**src/rtl/rf_pkg.sv**
```systemverilog
// Shared constants and helpers for the rf_sb register file / scoreboard.
package rf_pkg;

  localparam int RF_DATA_W     = 32;
  localparam int RF_ADDR_W     = 5;
  localparam int RF_ZERO_IDX   = 0;
  // Widest index the popcount helper supports (256 registers).
  localparam int RF_MAX_ADDR_W = 8;
  localparam int RF_MAX_DEPTH  = 1 << RF_MAX_ADDR_W;

  // Number of set bits; narrower vectors are zero-extended by the caller.
  function automatic int unsigned rf_popcount(input logic [RF_MAX_DEPTH-1:0] v);
    int unsigned c;
    c = 0;
    for (int i = 0; i < RF_MAX_DEPTH; i++) begin
      c += 32'(v[i]);
    end
    return c;
  endfunction

endpackage

```
**src/rtl/rf_sb_if.sv**
```systemverilog
// Decode/issue/writeback bus of the rf_sb register file.
// master = pipeline control side, slave = register file.
interface rf_sb_if
  import rf_pkg::*;
#(
  parameter int DATA_W = RF_DATA_W,
  parameter int ADDR_W = RF_ADDR_W
);

  logic [ADDR_W-1:0] rR1;
  logic [DATA_W-1:0] rD1;
  logic              rs1_busy;
  logic [ADDR_W-1:0] rR2;
  logic [DATA_W-1:0] rD2;
  logic              rs2_busy;
  logic              we;
  logic [ADDR_W-1:0] wR;
  logic [DATA_W-1:0] wD;
  logic              iss_valid;
  logic [ADDR_W-1:0] iss_rd;
  logic              flush;
  logic [ADDR_W:0]   busy_cnt;

  modport master (
    output rR1, rR2, we, wR, wD, iss_valid, iss_rd, flush,
    input  rD1, rs1_busy, rD2, rs2_busy, busy_cnt
  );

  modport slave (
    input  rR1, rR2, we, wR, wD, iss_valid, iss_rd, flush,
    output rD1, rs1_busy, rD2, rs2_busy, busy_cnt
  );

endinterface

```
**src/rtl/rf_busy_table.sv**
```systemverilog
// Per-register busy scoreboard: set on issue, cleared on writeback,
// wiped by flush. Keeps a registered count of busy entries.
module rf_busy_table
  import rf_pkg::*;
#(
  parameter int ADDR_W   = RF_ADDR_W,
  parameter int ZERO_REG = 1
) (
  input  logic              clk,
  input  logic              rst,
  input  logic              we,
  input  logic [ADDR_W-1:0] wr,
  input  logic              iss_valid,
  input  logic [ADDR_W-1:0] iss_rd,
  input  logic              flush,
  input  logic [ADDR_W-1:0] rr1,
  input  logic [ADDR_W-1:0] rr2,
  output logic              rs1_busy,
  output logic              rs2_busy,
  output logic [ADDR_W:0]   busy_cnt
);

  localparam int   DEPTH = 1 << ADDR_W;
  localparam logic ZR    = (ZERO_REG != 0);
  localparam logic [ADDR_W-1:0] IDX0 = ADDR_W'(RF_ZERO_IDX);

  logic [DEPTH-1:0] busy;
  logic [DEPTH-1:0] busy_nxt;

  // Next busy vector: flush wipes everything; otherwise the issue set is
  // applied after the writeback clear so a new producer wins on a tie.
  always_comb begin
    busy_nxt = busy;
    if (flush) begin
      busy_nxt = '0;
    end else begin
      if (we) busy_nxt[wr] = 1'b0;
      if (iss_valid && !(ZR && (iss_rd == IDX0))) busy_nxt[iss_rd] = 1'b1;
    end
  end

  // Busy bits and their population count advance together.
  always_ff @(posedge clk) begin
    if (rst) begin
      busy     <= '0;
      busy_cnt <= '0;
    end else begin
      busy     <= busy_nxt;
      busy_cnt <= (ADDR_W+1)'(rf_popcount(RF_MAX_DEPTH'(busy_nxt)));
    end
  end

  assign rs1_busy = busy[rr1] & ~(ZR && (rr1 == IDX0));
  assign rs2_busy = busy[rr2] & ~(ZR && (rr2 == IDX0));

endmodule

```
**src/rtl/rf_sb.sv**
```systemverilog
// rf_sb: 2-read/1-write register file with integrated busy scoreboard
// for the pipelined core.
// Optional: define RF_BYPASS_EN to forward same-cycle writeback data to
// the read ports (and report the forwarded operand as not busy).
module rf_sb
  import rf_pkg::*;
#(
  parameter int DATA_W   = RF_DATA_W,
  parameter int ADDR_W   = RF_ADDR_W,
  parameter int ZERO_REG = 1
) (
  input logic    clk,
  input logic    rst,
  rf_sb_if.slave bus
);

  localparam int   DEPTH = 1 << ADDR_W;
  localparam logic ZR    = (ZERO_REG != 0);
  localparam logic [ADDR_W-1:0] IDX0 = ADDR_W'(RF_ZERO_IDX);

  logic [DATA_W-1:0] regs [DEPTH];
  logic              wr_ok;
  logic              rd1_zero;
  logic              rd2_zero;
  logic              byp1;
  logic              byp2;
  logic              bt_rs1_busy;
  logic              bt_rs2_busy;

  assign wr_ok    = bus.we && !(ZR && (bus.wR == IDX0));
  assign rd1_zero = ZR && (bus.rR1 == IDX0);
  assign rd2_zero = ZR && (bus.rR2 == IDX0);

`ifdef RF_BYPASS_EN
  assign byp1 = wr_ok && (bus.wR == bus.rR1);
  assign byp2 = wr_ok && (bus.wR == bus.rR2);
`else
  assign byp1 = 1'b0;
  assign byp2 = 1'b0;
`endif

  // Data array: cleared on reset, written on writeback (r0 protected).
  always_ff @(posedge clk) begin
    if (rst) begin
      for (int i = 0; i < DEPTH; i++) regs[i] <= '0;
    end else if (wr_ok) begin
      regs[bus.wR] <= bus.wD;
    end
  end

  assign bus.rD1 = rd1_zero ? '0 : (byp1 ? bus.wD : regs[bus.rR1]);
  assign bus.rD2 = rd2_zero ? '0 : (byp2 ? bus.wD : regs[bus.rR2]);

  assign bus.rs1_busy = bt_rs1_busy & ~byp1;
  assign bus.rs2_busy = bt_rs2_busy & ~byp2;

  rf_busy_table #(
    .ADDR_W   (ADDR_W),
    .ZERO_REG (ZERO_REG)
  ) u_busy (
    .clk       (clk),
    .rst       (rst),
    .we        (bus.we),
    .wr        (bus.wR),
    .iss_valid (bus.iss_valid),
    .iss_rd    (bus.iss_rd),
    .flush     (bus.flush),
    .rr1       (bus.rR1),
    .rr2       (bus.rR2),
    .rs1_busy  (bt_rs1_busy),
    .rs2_busy  (bt_rs2_busy),
    .busy_cnt  (bus.busy_cnt)
  );

endmodule

```
**src/flat_wrapper.sv**
```systemverilog
// flat-port wrapper written by rule: the top's interface ports become plain ports
module rf_sb_flat import rf_pkg::*;
#(
  parameter int DATA_W   = RF_DATA_W,
  parameter int ADDR_W   = RF_ADDR_W,
  parameter int ZERO_REG = 1
)
  (clk, rst, bus_rR1, bus_rR2, bus_we, bus_wR, bus_wD, bus_iss_valid, bus_iss_rd, bus_flush, bus_rD1, bus_rs1_busy, bus_rD2, bus_rs2_busy, bus_busy_cnt);
  rf_sb_if #(.DATA_W(DATA_W), .ADDR_W(ADDR_W)) bus_i ();
  input logic clk;
  input logic rst;
  input wire logic [$bits(bus_i.rR1)-1:0] bus_rR1;
  input wire logic [$bits(bus_i.rR2)-1:0] bus_rR2;
  input wire logic [$bits(bus_i.we)-1:0] bus_we;
  input wire logic [$bits(bus_i.wR)-1:0] bus_wR;
  input wire logic [$bits(bus_i.wD)-1:0] bus_wD;
  input wire logic [$bits(bus_i.iss_valid)-1:0] bus_iss_valid;
  input wire logic [$bits(bus_i.iss_rd)-1:0] bus_iss_rd;
  input wire logic [$bits(bus_i.flush)-1:0] bus_flush;
  output wire logic [$bits(bus_i.rD1)-1:0] bus_rD1;
  output wire logic [$bits(bus_i.rs1_busy)-1:0] bus_rs1_busy;
  output wire logic [$bits(bus_i.rD2)-1:0] bus_rD2;
  output wire logic [$bits(bus_i.rs2_busy)-1:0] bus_rs2_busy;
  output wire logic [$bits(bus_i.busy_cnt)-1:0] bus_busy_cnt;
  assign bus_i.rR1 = bus_rR1;
  assign bus_i.rR2 = bus_rR2;
  assign bus_i.we = bus_we;
  assign bus_i.wR = bus_wR;
  assign bus_i.wD = bus_wD;
  assign bus_i.iss_valid = bus_iss_valid;
  assign bus_i.iss_rd = bus_iss_rd;
  assign bus_i.flush = bus_flush;
  assign bus_rD1 = bus_i.rD1;
  assign bus_rs1_busy = bus_i.rs1_busy;
  assign bus_rD2 = bus_i.rD2;
  assign bus_rs2_busy = bus_i.rs2_busy;
  assign bus_busy_cnt = bus_i.busy_cnt;
  rf_sb #(.DATA_W(DATA_W), .ADDR_W(ADDR_W), .ZERO_REG(ZERO_REG)) u_core (.clk(clk), .rst(rst), .bus(bus_i));
endmodule
```
**config.mk**
```make
export PLATFORM = sky130hd
export DESIGN_NAME = rf_sb_flat
export DESIGN_NICKNAME = d
export VERILOG_FILES = /design/src/rtl/rf_pkg.sv /design/src/rtl/rf_sb_if.sv /design/src/rtl/rf_busy_table.sv /design/src/rtl/rf_sb.sv /design/src/flat_wrapper.sv
export SDC_FILE = /design/constraint.sdc
export NUM_CORES = 2
export LEC_CHECK = 0
export CAP_MARGIN = 5
export CORE_MARGIN = 2
export CORE_UTILIZATION = 30
export DETAILED_ROUTE_END_ITERATION = 12
export GPL_TIMING_DRIVEN = 0
export PLACE_DENSITY_LB_ADDON = 0.05
export REMOVE_ABC_BUFFERS = 1
export SLEW_MARGIN = 20
export SYNTH_ARGS = -nofsm -noshare
export SYNTH_HDL_FRONTEND = slang
export SYNTH_HIERARCHICAL = 1
export SYNTH_SLANG_ARGS = --single-unit
```
**constraint.sdc**
```tcl
create_clock -name clk -period 7.05 [get_ports clk]
set_input_delay 1.41 -clock clk [delete_from_list [all_inputs] [get_ports clk]]
set_output_delay 1.41 -clock clk [all_outputs]
set_load 0.01 [all_outputs]
```
## After elaboration in Yosys (flattened, before gate mapping)

Memory sizes are Yosys's and may differ from the RTL's.
Cells that the tools add are included.

- Input port bits: 57
- Output and inout port bits: 72
- Memories: 1
- Word-level logic and storage cells: 80
- Bits in registers: 38
- Memory bits (writable): 1,024

- $lt $le $gt $ge: 6
- Multiplexer cells: 22
- Bitwise gates (word level): 7
- Reductions and logical operators: 11
- Add/sub/neg operators: 31

Memories:

| memory | depth | width | rd ports | clocked after memory_dff | write ports | line | text |
|---|---|---|---|---|---|---|---|
| u_core.regs | 32 | 32 | 2 | 0 | 32 | rf_sb.sv:21 | `logic [DATA_W-1:0] regs [DEPTH];` |

Operators with widths:

| kind | number |
|---|---|
| $mux 32 | 7 |
| $add 6x1->6 | 26 |
| $and 32x32->32 | 1 |
| $not 32->32 | 1 |
| $or 32x32->32 | 1 |
| $reduce_or 32->1 | 1 |
| $lt 5x6->1 const B | 4 |
| $logic_not 5->1 | 4 |
| $bmux 1 s5 | 2 |
| $demux 1 s5 | 2 |
| $ge 5x1->1 const B | 2 |
| $mux 1 | 10 |
| $add 5x1->6 | 1 |
| $add 4x1->5 | 1 |
| $mux 5 | 1 |
| $add 3x1->4 | 1 |
| $logic_and 1x1->1 | 4 |
| $add 2x1->3 | 1 |
| $add 1x1->2 | 1 |
| $and 1x1->1 | 2 |
| $logic_not 1->1 | 2 |
| $not 1->1 | 2 |

## Logic depth before layout (Yosys ltp)

- Depth in word-level cells: 42
- Gate-level depth with buffers: 22
- Mapped depth without buffers: 22

## Cells and area by module

The synthesis kept the hierarchy.

By module, submodules not included:

| module | instances | cells an instance | area an instance (um^2) | sequential area each (um^2) |
|---|---|---|---|---|
| rf_sb | 1 | 3,491 | 54,088.1 | 30,749.5 |
| rf_busy_table | 1 | 357 | 3,083.0 | 760.7 |

## Worst setup path after synthesis

OpenSTA, ideal clock, no wires.

- Path type: in2reg
- From: input bus_wR[1]
- To: register u_core.u_busy.busy_cnt[4]
- Required time: 6,922 ps
- Path slack: 734 ps
- Buffers on the path: 1
- Arrival: 6,188 ps
- Stages on the path: 22
- Library setup time: 128 ps
- Cells stage by stage: or3b_1 > clkbuf_1 > o21ai_0 > a21oi_1 > fa_1 > inv_1 > fa_1 > inv_1 > fa_1 > inv_1 > fa_1 > fa_1 > fa_1 > inv_1 > ha_1 > inv_1 > fa_1 > inv_1 > a21o_1 > a21oi_1 > xor2_1 > nor2_1

- Elaborated cells between the ends (all ways): 43
- Classes of those cells: add/sub (31); order compare (2); mux (6); bitwise (3); reduce/logical (1)

RTL lines:

| item | line | text |
|---|---|---|
| start, declared | flat_wrapper.sv:15 | `input wire logic [$bits(bus_i.wR)-1:0] bus_wR;` |
| $lt 5x6->1 (implied by the code) or $ge 5x1->1 (tied branches) | rf_busy_table.sv:37 | `if (we) busy_nxt[wr] = 1'b0;` |
| $logic_and 1x1->1 (implied by the code) | rf_busy_table.sv:37 |  |
| $mux 1 (implied by the code) | rf_busy_table.sv:37 |  |
| $demux 1 s5 * | rf_busy_table.sv:37 |  |
| $not 32->32 (no source line) * | - |  |
| $and 32x32->32 (no source line) * | - |  |
| $mux 32 * | rf_busy_table.sv:37 |  |
| $mux 32 * | rf_busy_table.sv:34 | `if (flush) begin` |
| $or 32x32->32 (no source line) | - |  |
| $mux 32 * | rf_busy_table.sv:38 | `if (iss_valid && !(ZR && (iss_rd == IDX0))) busy_nxt[iss_rd] = 1'b1;` |
| $mux 32 * | rf_busy_table.sv:34 |  |
| named net u_core.u_busy.busy_nxt[28] | rf_busy_table.sv:28 | `logic [DEPTH-1:0] busy_nxt;` |
| $add 6x1->6 * (4 in series) | rf_pkg.sv:16 | `c += 32'(v[i]);` |
| end signal, assigned | rf_busy_table.sv:49 | `busy_cnt <= (ADDR_W+1)'(rf_popcount(RF_MAX_DEPTH'(busy_nxt)));` |
| end, declared | rf_busy_table.sv:20 | `output logic [ADDR_W:0] busy_cnt` |

The timed path passes the listed nets; every way through them passes the cells marked *. The select of a mux whose other input is x is not followed.
A chain may end at the register's enable or synchronous reset.

## Final worst setup path

- From: input bus_rR2[1]
- To: output bus_rD2[21]

- Cells in the longest elaborated chain, start to end: 2
- Elaborated cells between the ends (all ways): 3
- Classes of those cells: mux (1); reduce/logical (1); memory (1)

RTL lines:

| item | line | text |
|---|---|---|
| start, declared | flat_wrapper.sv:13 | `input wire logic [$bits(bus_i.rR2)-1:0] bus_rR2;` |
| $mem_v2 32x32 or $logic_not 5->1 (tied branches) | - |  |
| $mux 32 * | rf_sb.sv:52 | `assign bus.rD2 = rd2_zero ? '0 : (byp2 ? bus.wD : regs[bus.rR2]);` |
| end, declared | flat_wrapper.sv:22 | `output wire logic [$bits(bus_i.rD2)-1:0] bus_rD2;` |

Every way passes the cells marked *; elsewhere a longest branch is shown, timed or not.

==> qor.tcl <==
set qor(result_of_the_run) {complete, no violations}
set qor(post_cts.repair.setup_buffers) 0
set qor(timing_max_transition_violations_final) 0
set qor(grt_remaining_overflow) 0
set qor(crit_top_cell) {sky130_fd_sc_hd__buf_16}
set qor(area_delta_synth_final_pct) 18.3
set qor(port-buffer-count) 128
set qor(synth_sequential_area_ratio_pct) 55.1
set qor(ff_to_ff_setup_slack_ns) 1.98
set qor(syn_area_mm2) 0.0572
set qor(cts_tree) {done}
set qor(number_of_drc_markers_in_iteration_0) 3012
set qor(horizontal_die_dimension_um) 441
set qor(grt_use_total_pct) 23.4
set qor(final.fill_count) 18040
set qor(io-pin-count) 129
set qor(synth.area.top_cells) {sky130_fd_sc_hd__edfxtp_1, sky130_fd_sc_hd__mux4_2, sky130_fd_sc_hd__and2_1}
set qor(dp.final_hpwl_mm) 148
set qor(worst_hold_startpoint) {u_core/u_busy/busy[4]}
set qor(grt_first_pass_wirelength_mm) 312
set qor(dominantRegCellSynth) {sky130_fd_sc_hd__edfxtp_1}
set qor(die_height_um) 441
set qor(critical_path.cell_chain) {buf_8, buf_16, and2_4, buf_16, a22o_1, a2111oi_2, nor3_1, clkdlybuf4s50_1}
set qor(rows) 160
set qor(syn_avg_cell_area_um2) 14.9
set qor(ant_nets) 0
set qor(avgViaCountPerCell) 5.38
set qor(worst_pin_slew_ns) 1.21
set qor(critical-path-top-delay-family) {buffers and inverters}
set qor(worst_clock_skew_ns) 0.0106
set qor(timing.critical_path.depth) 8
set qor(asyncSetResetFlopFracSynth_pct) 0
set qor(vias) 35126
set qor(clock-root-buffer) {sky130_fd_sc_hd__clkbuf_16}
set qor(critical_path_class) {primary input to primary output}
set qor(fin_nets) 3986
set qor(instances_no_fill) 6525
set qor(htree_num_levels) 4
set qor(synth_top_area_cell) {sky130_fd_sc_hd__edfxtp_1}
set qor(gp_routability_congestion) 0.756
set qor(grt_max_degree) 69
set qor(fp.dieArea_mm2) 0.194
set qor(synth_enable_flop_cells) 1024
set qor(cts_made_buffers) 136
set qor(leakagePower_uw) 0.0230
set qor(crit_path_top_delay_cell) {sky130_fd_sc_hd__nor3_1}
set qor(reg2reg_end) {u_core/u_busy/busy_cnt[4]}
set qor(multi_input_comb_area_mm2) 0.0244
set qor(fmaxAchievable_mhz) 146
set qor(grt_pass1_vias) 36338
set qor(hold_path_depth) 3
set qor(critical_path.reg2reg.startpoint) {u_core/u_busy/busy[22]}
set qor(cp.buffers_inverters) 4
set qor(cts_sinks) 1062
set qor(finalSetupViolCount) 0
set qor(final_hold_viol_count) 0
set qor(area_of_the_core_region_mm2) 0.190
set qor(share_of_layout_cells_above_drive_strength_1_pct) 24.3
set qor(worst_setup_slack_after_placement_ns) -0.581
set qor(slew_headroom_pct) 19.4
set qor(worst-endpoint-arrival_ns) 5.45
set qor(drt-total-wl_mm) 227
set qor(synth_top_area_share_pct) 53.8
set qor(drt-pass1-iter-count) 9
set qor(min_path_type) {flip-flop to flip-flop}
set qor(drv.max_cap_violation_count) 0
set qor(final_min_period_over_clock_period_pct) 97.2
set qor(initial_core_util_pct) 30.1
set qor(ys_seq_elements) 1062
set qor(layout.area.seq_mm2) 0.0315
set qor(place_inst) 6269
set qor(r2r.worst_path.cells) 19
set qor(hold_slack_ns) 0.636
set qor(avgRoutedWirePerCell_um) 34.8
set qor(critPathRequiredTime_ns) 5.64
set qor(postSynthCellCount) 3848
set qor(hold-path-endpoint) {u_core/u_busy/busy[4]}
set qor(irDropWorstVdd_v) 0.000211
set qor(crit_path_start_kind) {primary input}
set qor(totalNegativeSetupSlack_ns) 0
set qor(ys.warnings.count) 6
set qor(rsz_0062_raised_after_global_routing) {false}
set qor(initial_antenna_violation_count) 14
set qor(power.density_cell_area_mw_per_mm2) 238
set qor(clk_pin_slew_ns) 0.06
set qor(worst_slack_ns) 0.195
set qor(clk_path_buf_depth) 3
set qor(cp_capture_type) {primary output}
set qor(critical_path.startpoint) {bus_rR2[1]}
set qor(drc_errors) 0
set qor(crit_fanout) 51
set qor(insertion_delay_of_the_later_clocked_pin_in_the_worst_skew_pair_ns) 0.79
set qor(timing.critical_path.slowest_cell_delay_ns) 0.81
set qor(shortest_clock_period_the_worst_path_allows_after_layout_ns) 6.86
set qor(synthDistinctLibCells) 55
==> cell usage after synthesis (30+ instances only) <==
cell,count
sky130_fd_sc_hd__edfxtp_1,1024
sky130_fd_sc_hd__and2_1,995
sky130_fd_sc_hd__mux4_2,477
sky130_fd_sc_hd__clkbuf_1,272
sky130_fd_sc_hd__mux2i_1,169
sky130_fd_sc_hd__o22ai_1,80
sky130_fd_sc_hd__nor2_1,66
sky130_fd_sc_hd__buf_2,60
sky130_fd_sc_hd__nor3_1,59
sky130_fd_sc_hd__a22o_1,51
sky130_fd_sc_hd__nand2_1,41
sky130_fd_sc_hd__dfxtp_1,38
sky130_fd_sc_hd__o21ai_0,34
sky130_fd_sc_hd__or2_2,33
sky130_fd_sc_hd__mux2_2,31
sky130_fd_sc_hd__a211oi_1,30
==> layout by cell type (no fill, tap or decap), types with 24 or more instances in the layout <==
master	netlist	layout
sky130_fd_sc_hd__edfxtp_1	1024	1024
sky130_fd_sc_hd__and2_1	995	994
sky130_fd_sc_hd__mux4_2	477	477
sky130_fd_sc_hd__mux2i_1	169	169
sky130_fd_sc_hd__clkbuf_16	0	143
sky130_fd_sc_hd__clkdlybuf4s50_1	0	82
sky130_fd_sc_hd__o22ai_1	80	80
sky130_fd_sc_hd__buf_16	0	73
sky130_fd_sc_hd__nor3_1	59	58
sky130_fd_sc_hd__a22o_1	51	51
sky130_fd_sc_hd__buf_2	60	50
sky130_fd_sc_hd__buf_12	0	49
sky130_fd_sc_hd__clkbuf_1	272	45
sky130_fd_sc_hd__nand2_1	41	41
sky130_fd_sc_hd__dfxtp_1	38	38
sky130_fd_sc_hd__nor2_1	66	34
sky130_fd_sc_hd__o21ai_0	34	33
sky130_fd_sc_hd__or2_4	0	33
sky130_fd_sc_hd__clkinv_1	1	32
sky130_fd_sc_hd__nor2_4	0	32
sky130_fd_sc_hd__conb_1	1	32
sky130_fd_sc_hd__mux2_2	31	31
sky130_fd_sc_hd__a211oi_1	30	30
sky130_fd_sc_hd__a21oi_1	27	27
sky130_fd_sc_hd__o221ai_1	26	26
sky130_fd_sc_hd__inv_1	26	25
sky130_fd_sc_hd__fa_1	24	24
==> worst reg2reg max path, cell delays in order (launching register included) <==
cell	delay, ns
sky130_fd_sc_hd__dfxtp_1	0.35
sky130_fd_sc_hd__o21ai_0	0.09
sky130_fd_sc_hd__a21o_1	0.23
sky130_fd_sc_hd__fa_1	0.53
sky130_fd_sc_hd__fa_1	0.53
sky130_fd_sc_hd__inv_1	0.06
sky130_fd_sc_hd__fa_1	0.51
sky130_fd_sc_hd__inv_1	0.06
sky130_fd_sc_hd__fa_1	0.47
sky130_fd_sc_hd__fa_1	0.52
sky130_fd_sc_hd__fa_1	0.50
sky130_fd_sc_hd__inv_1	0.04
sky130_fd_sc_hd__ha_1	0.19
sky130_fd_sc_hd__inv_1	0.07
sky130_fd_sc_hd__fa_1	0.20
sky130_fd_sc_hd__inv_1	0.05
sky130_fd_sc_hd__a21o_1	0.17
sky130_fd_sc_hd__a21oi_1	0.17
sky130_fd_sc_hd__xor2_1	0.17
sky130_fd_sc_hd__nor2_1	0.05
==> worst max-delay path by stage <==
stage | endpoint | slack, ns
finish | bus_rD2[21] | 0.19
CTS | bus_rD2[12] | 0.07
floorplan | bus_rD2[0] | 0.40
global route | bus_rD2[10] | 0.01
detailed placement | u_core/u_busy/busy_cnt[5] | -0.58
global placement | bus_rD2[26] | -49.58
==> through the flow <==
stage	power, uW	utilization (%)	cell area [um2]
finish	16100	35.6	67600
global route	16600	35.6	67600
CTS	16300	35.6	67500
detailed placement	9660	33.5	63500
global placement	10200	31.6	59900
floorplan	8400	-	55500
==> state kept, by name, summed over array words and instances, names as in the netlist <==
register	count
u_core/u_busy/busy_cnt	6
u_core/u_busy/busy	32
u_core/regs	1024
==> metal layers <==
layer  GRT usage, %  wire length [um]
met2           39.1            111000
met1           31.7             99600
met3           3.36             10800
met5              0                 0
met4           6.15              5540
==> area by class of cell <==
type	count	share of cell area, %
multi-input combinational	2389	36.1
antenna	14	0.0518
timing repair buffer	281	6.46
clock inverter	50	0.379
tap	2511	4.65
sequential	1062	46.6
clock buffer	191	5.59
inverter	27	0.154
==> what timing repair did <==
item | CTS | global route
hold buffers | 0 | 0
setup endpoints to repair | 6 | 3
pin swaps | 0 | 0
gates resized for setup | 4 | 5
hold endpoints to repair | 0 | 0
==> cells by family after synthesis <==
group	share of synthesized area (%)
flops	55.1
xor+xnor	0.0306
fa+ha+maj	1.02
buf+inv	3.33
mux	22.5
other cells	0.00656
compound gates	4.20
simple gates	13.8
==> where the power goes <==
part	total (uW)	internal [uW]	switching (uW)	leakage (uW)
logic	2080	885	1190	0.0109
clock network	6570	3730	2840	0.00196
registers	7430	7250	174	0.0101
(Power assumes the default switching activity.)
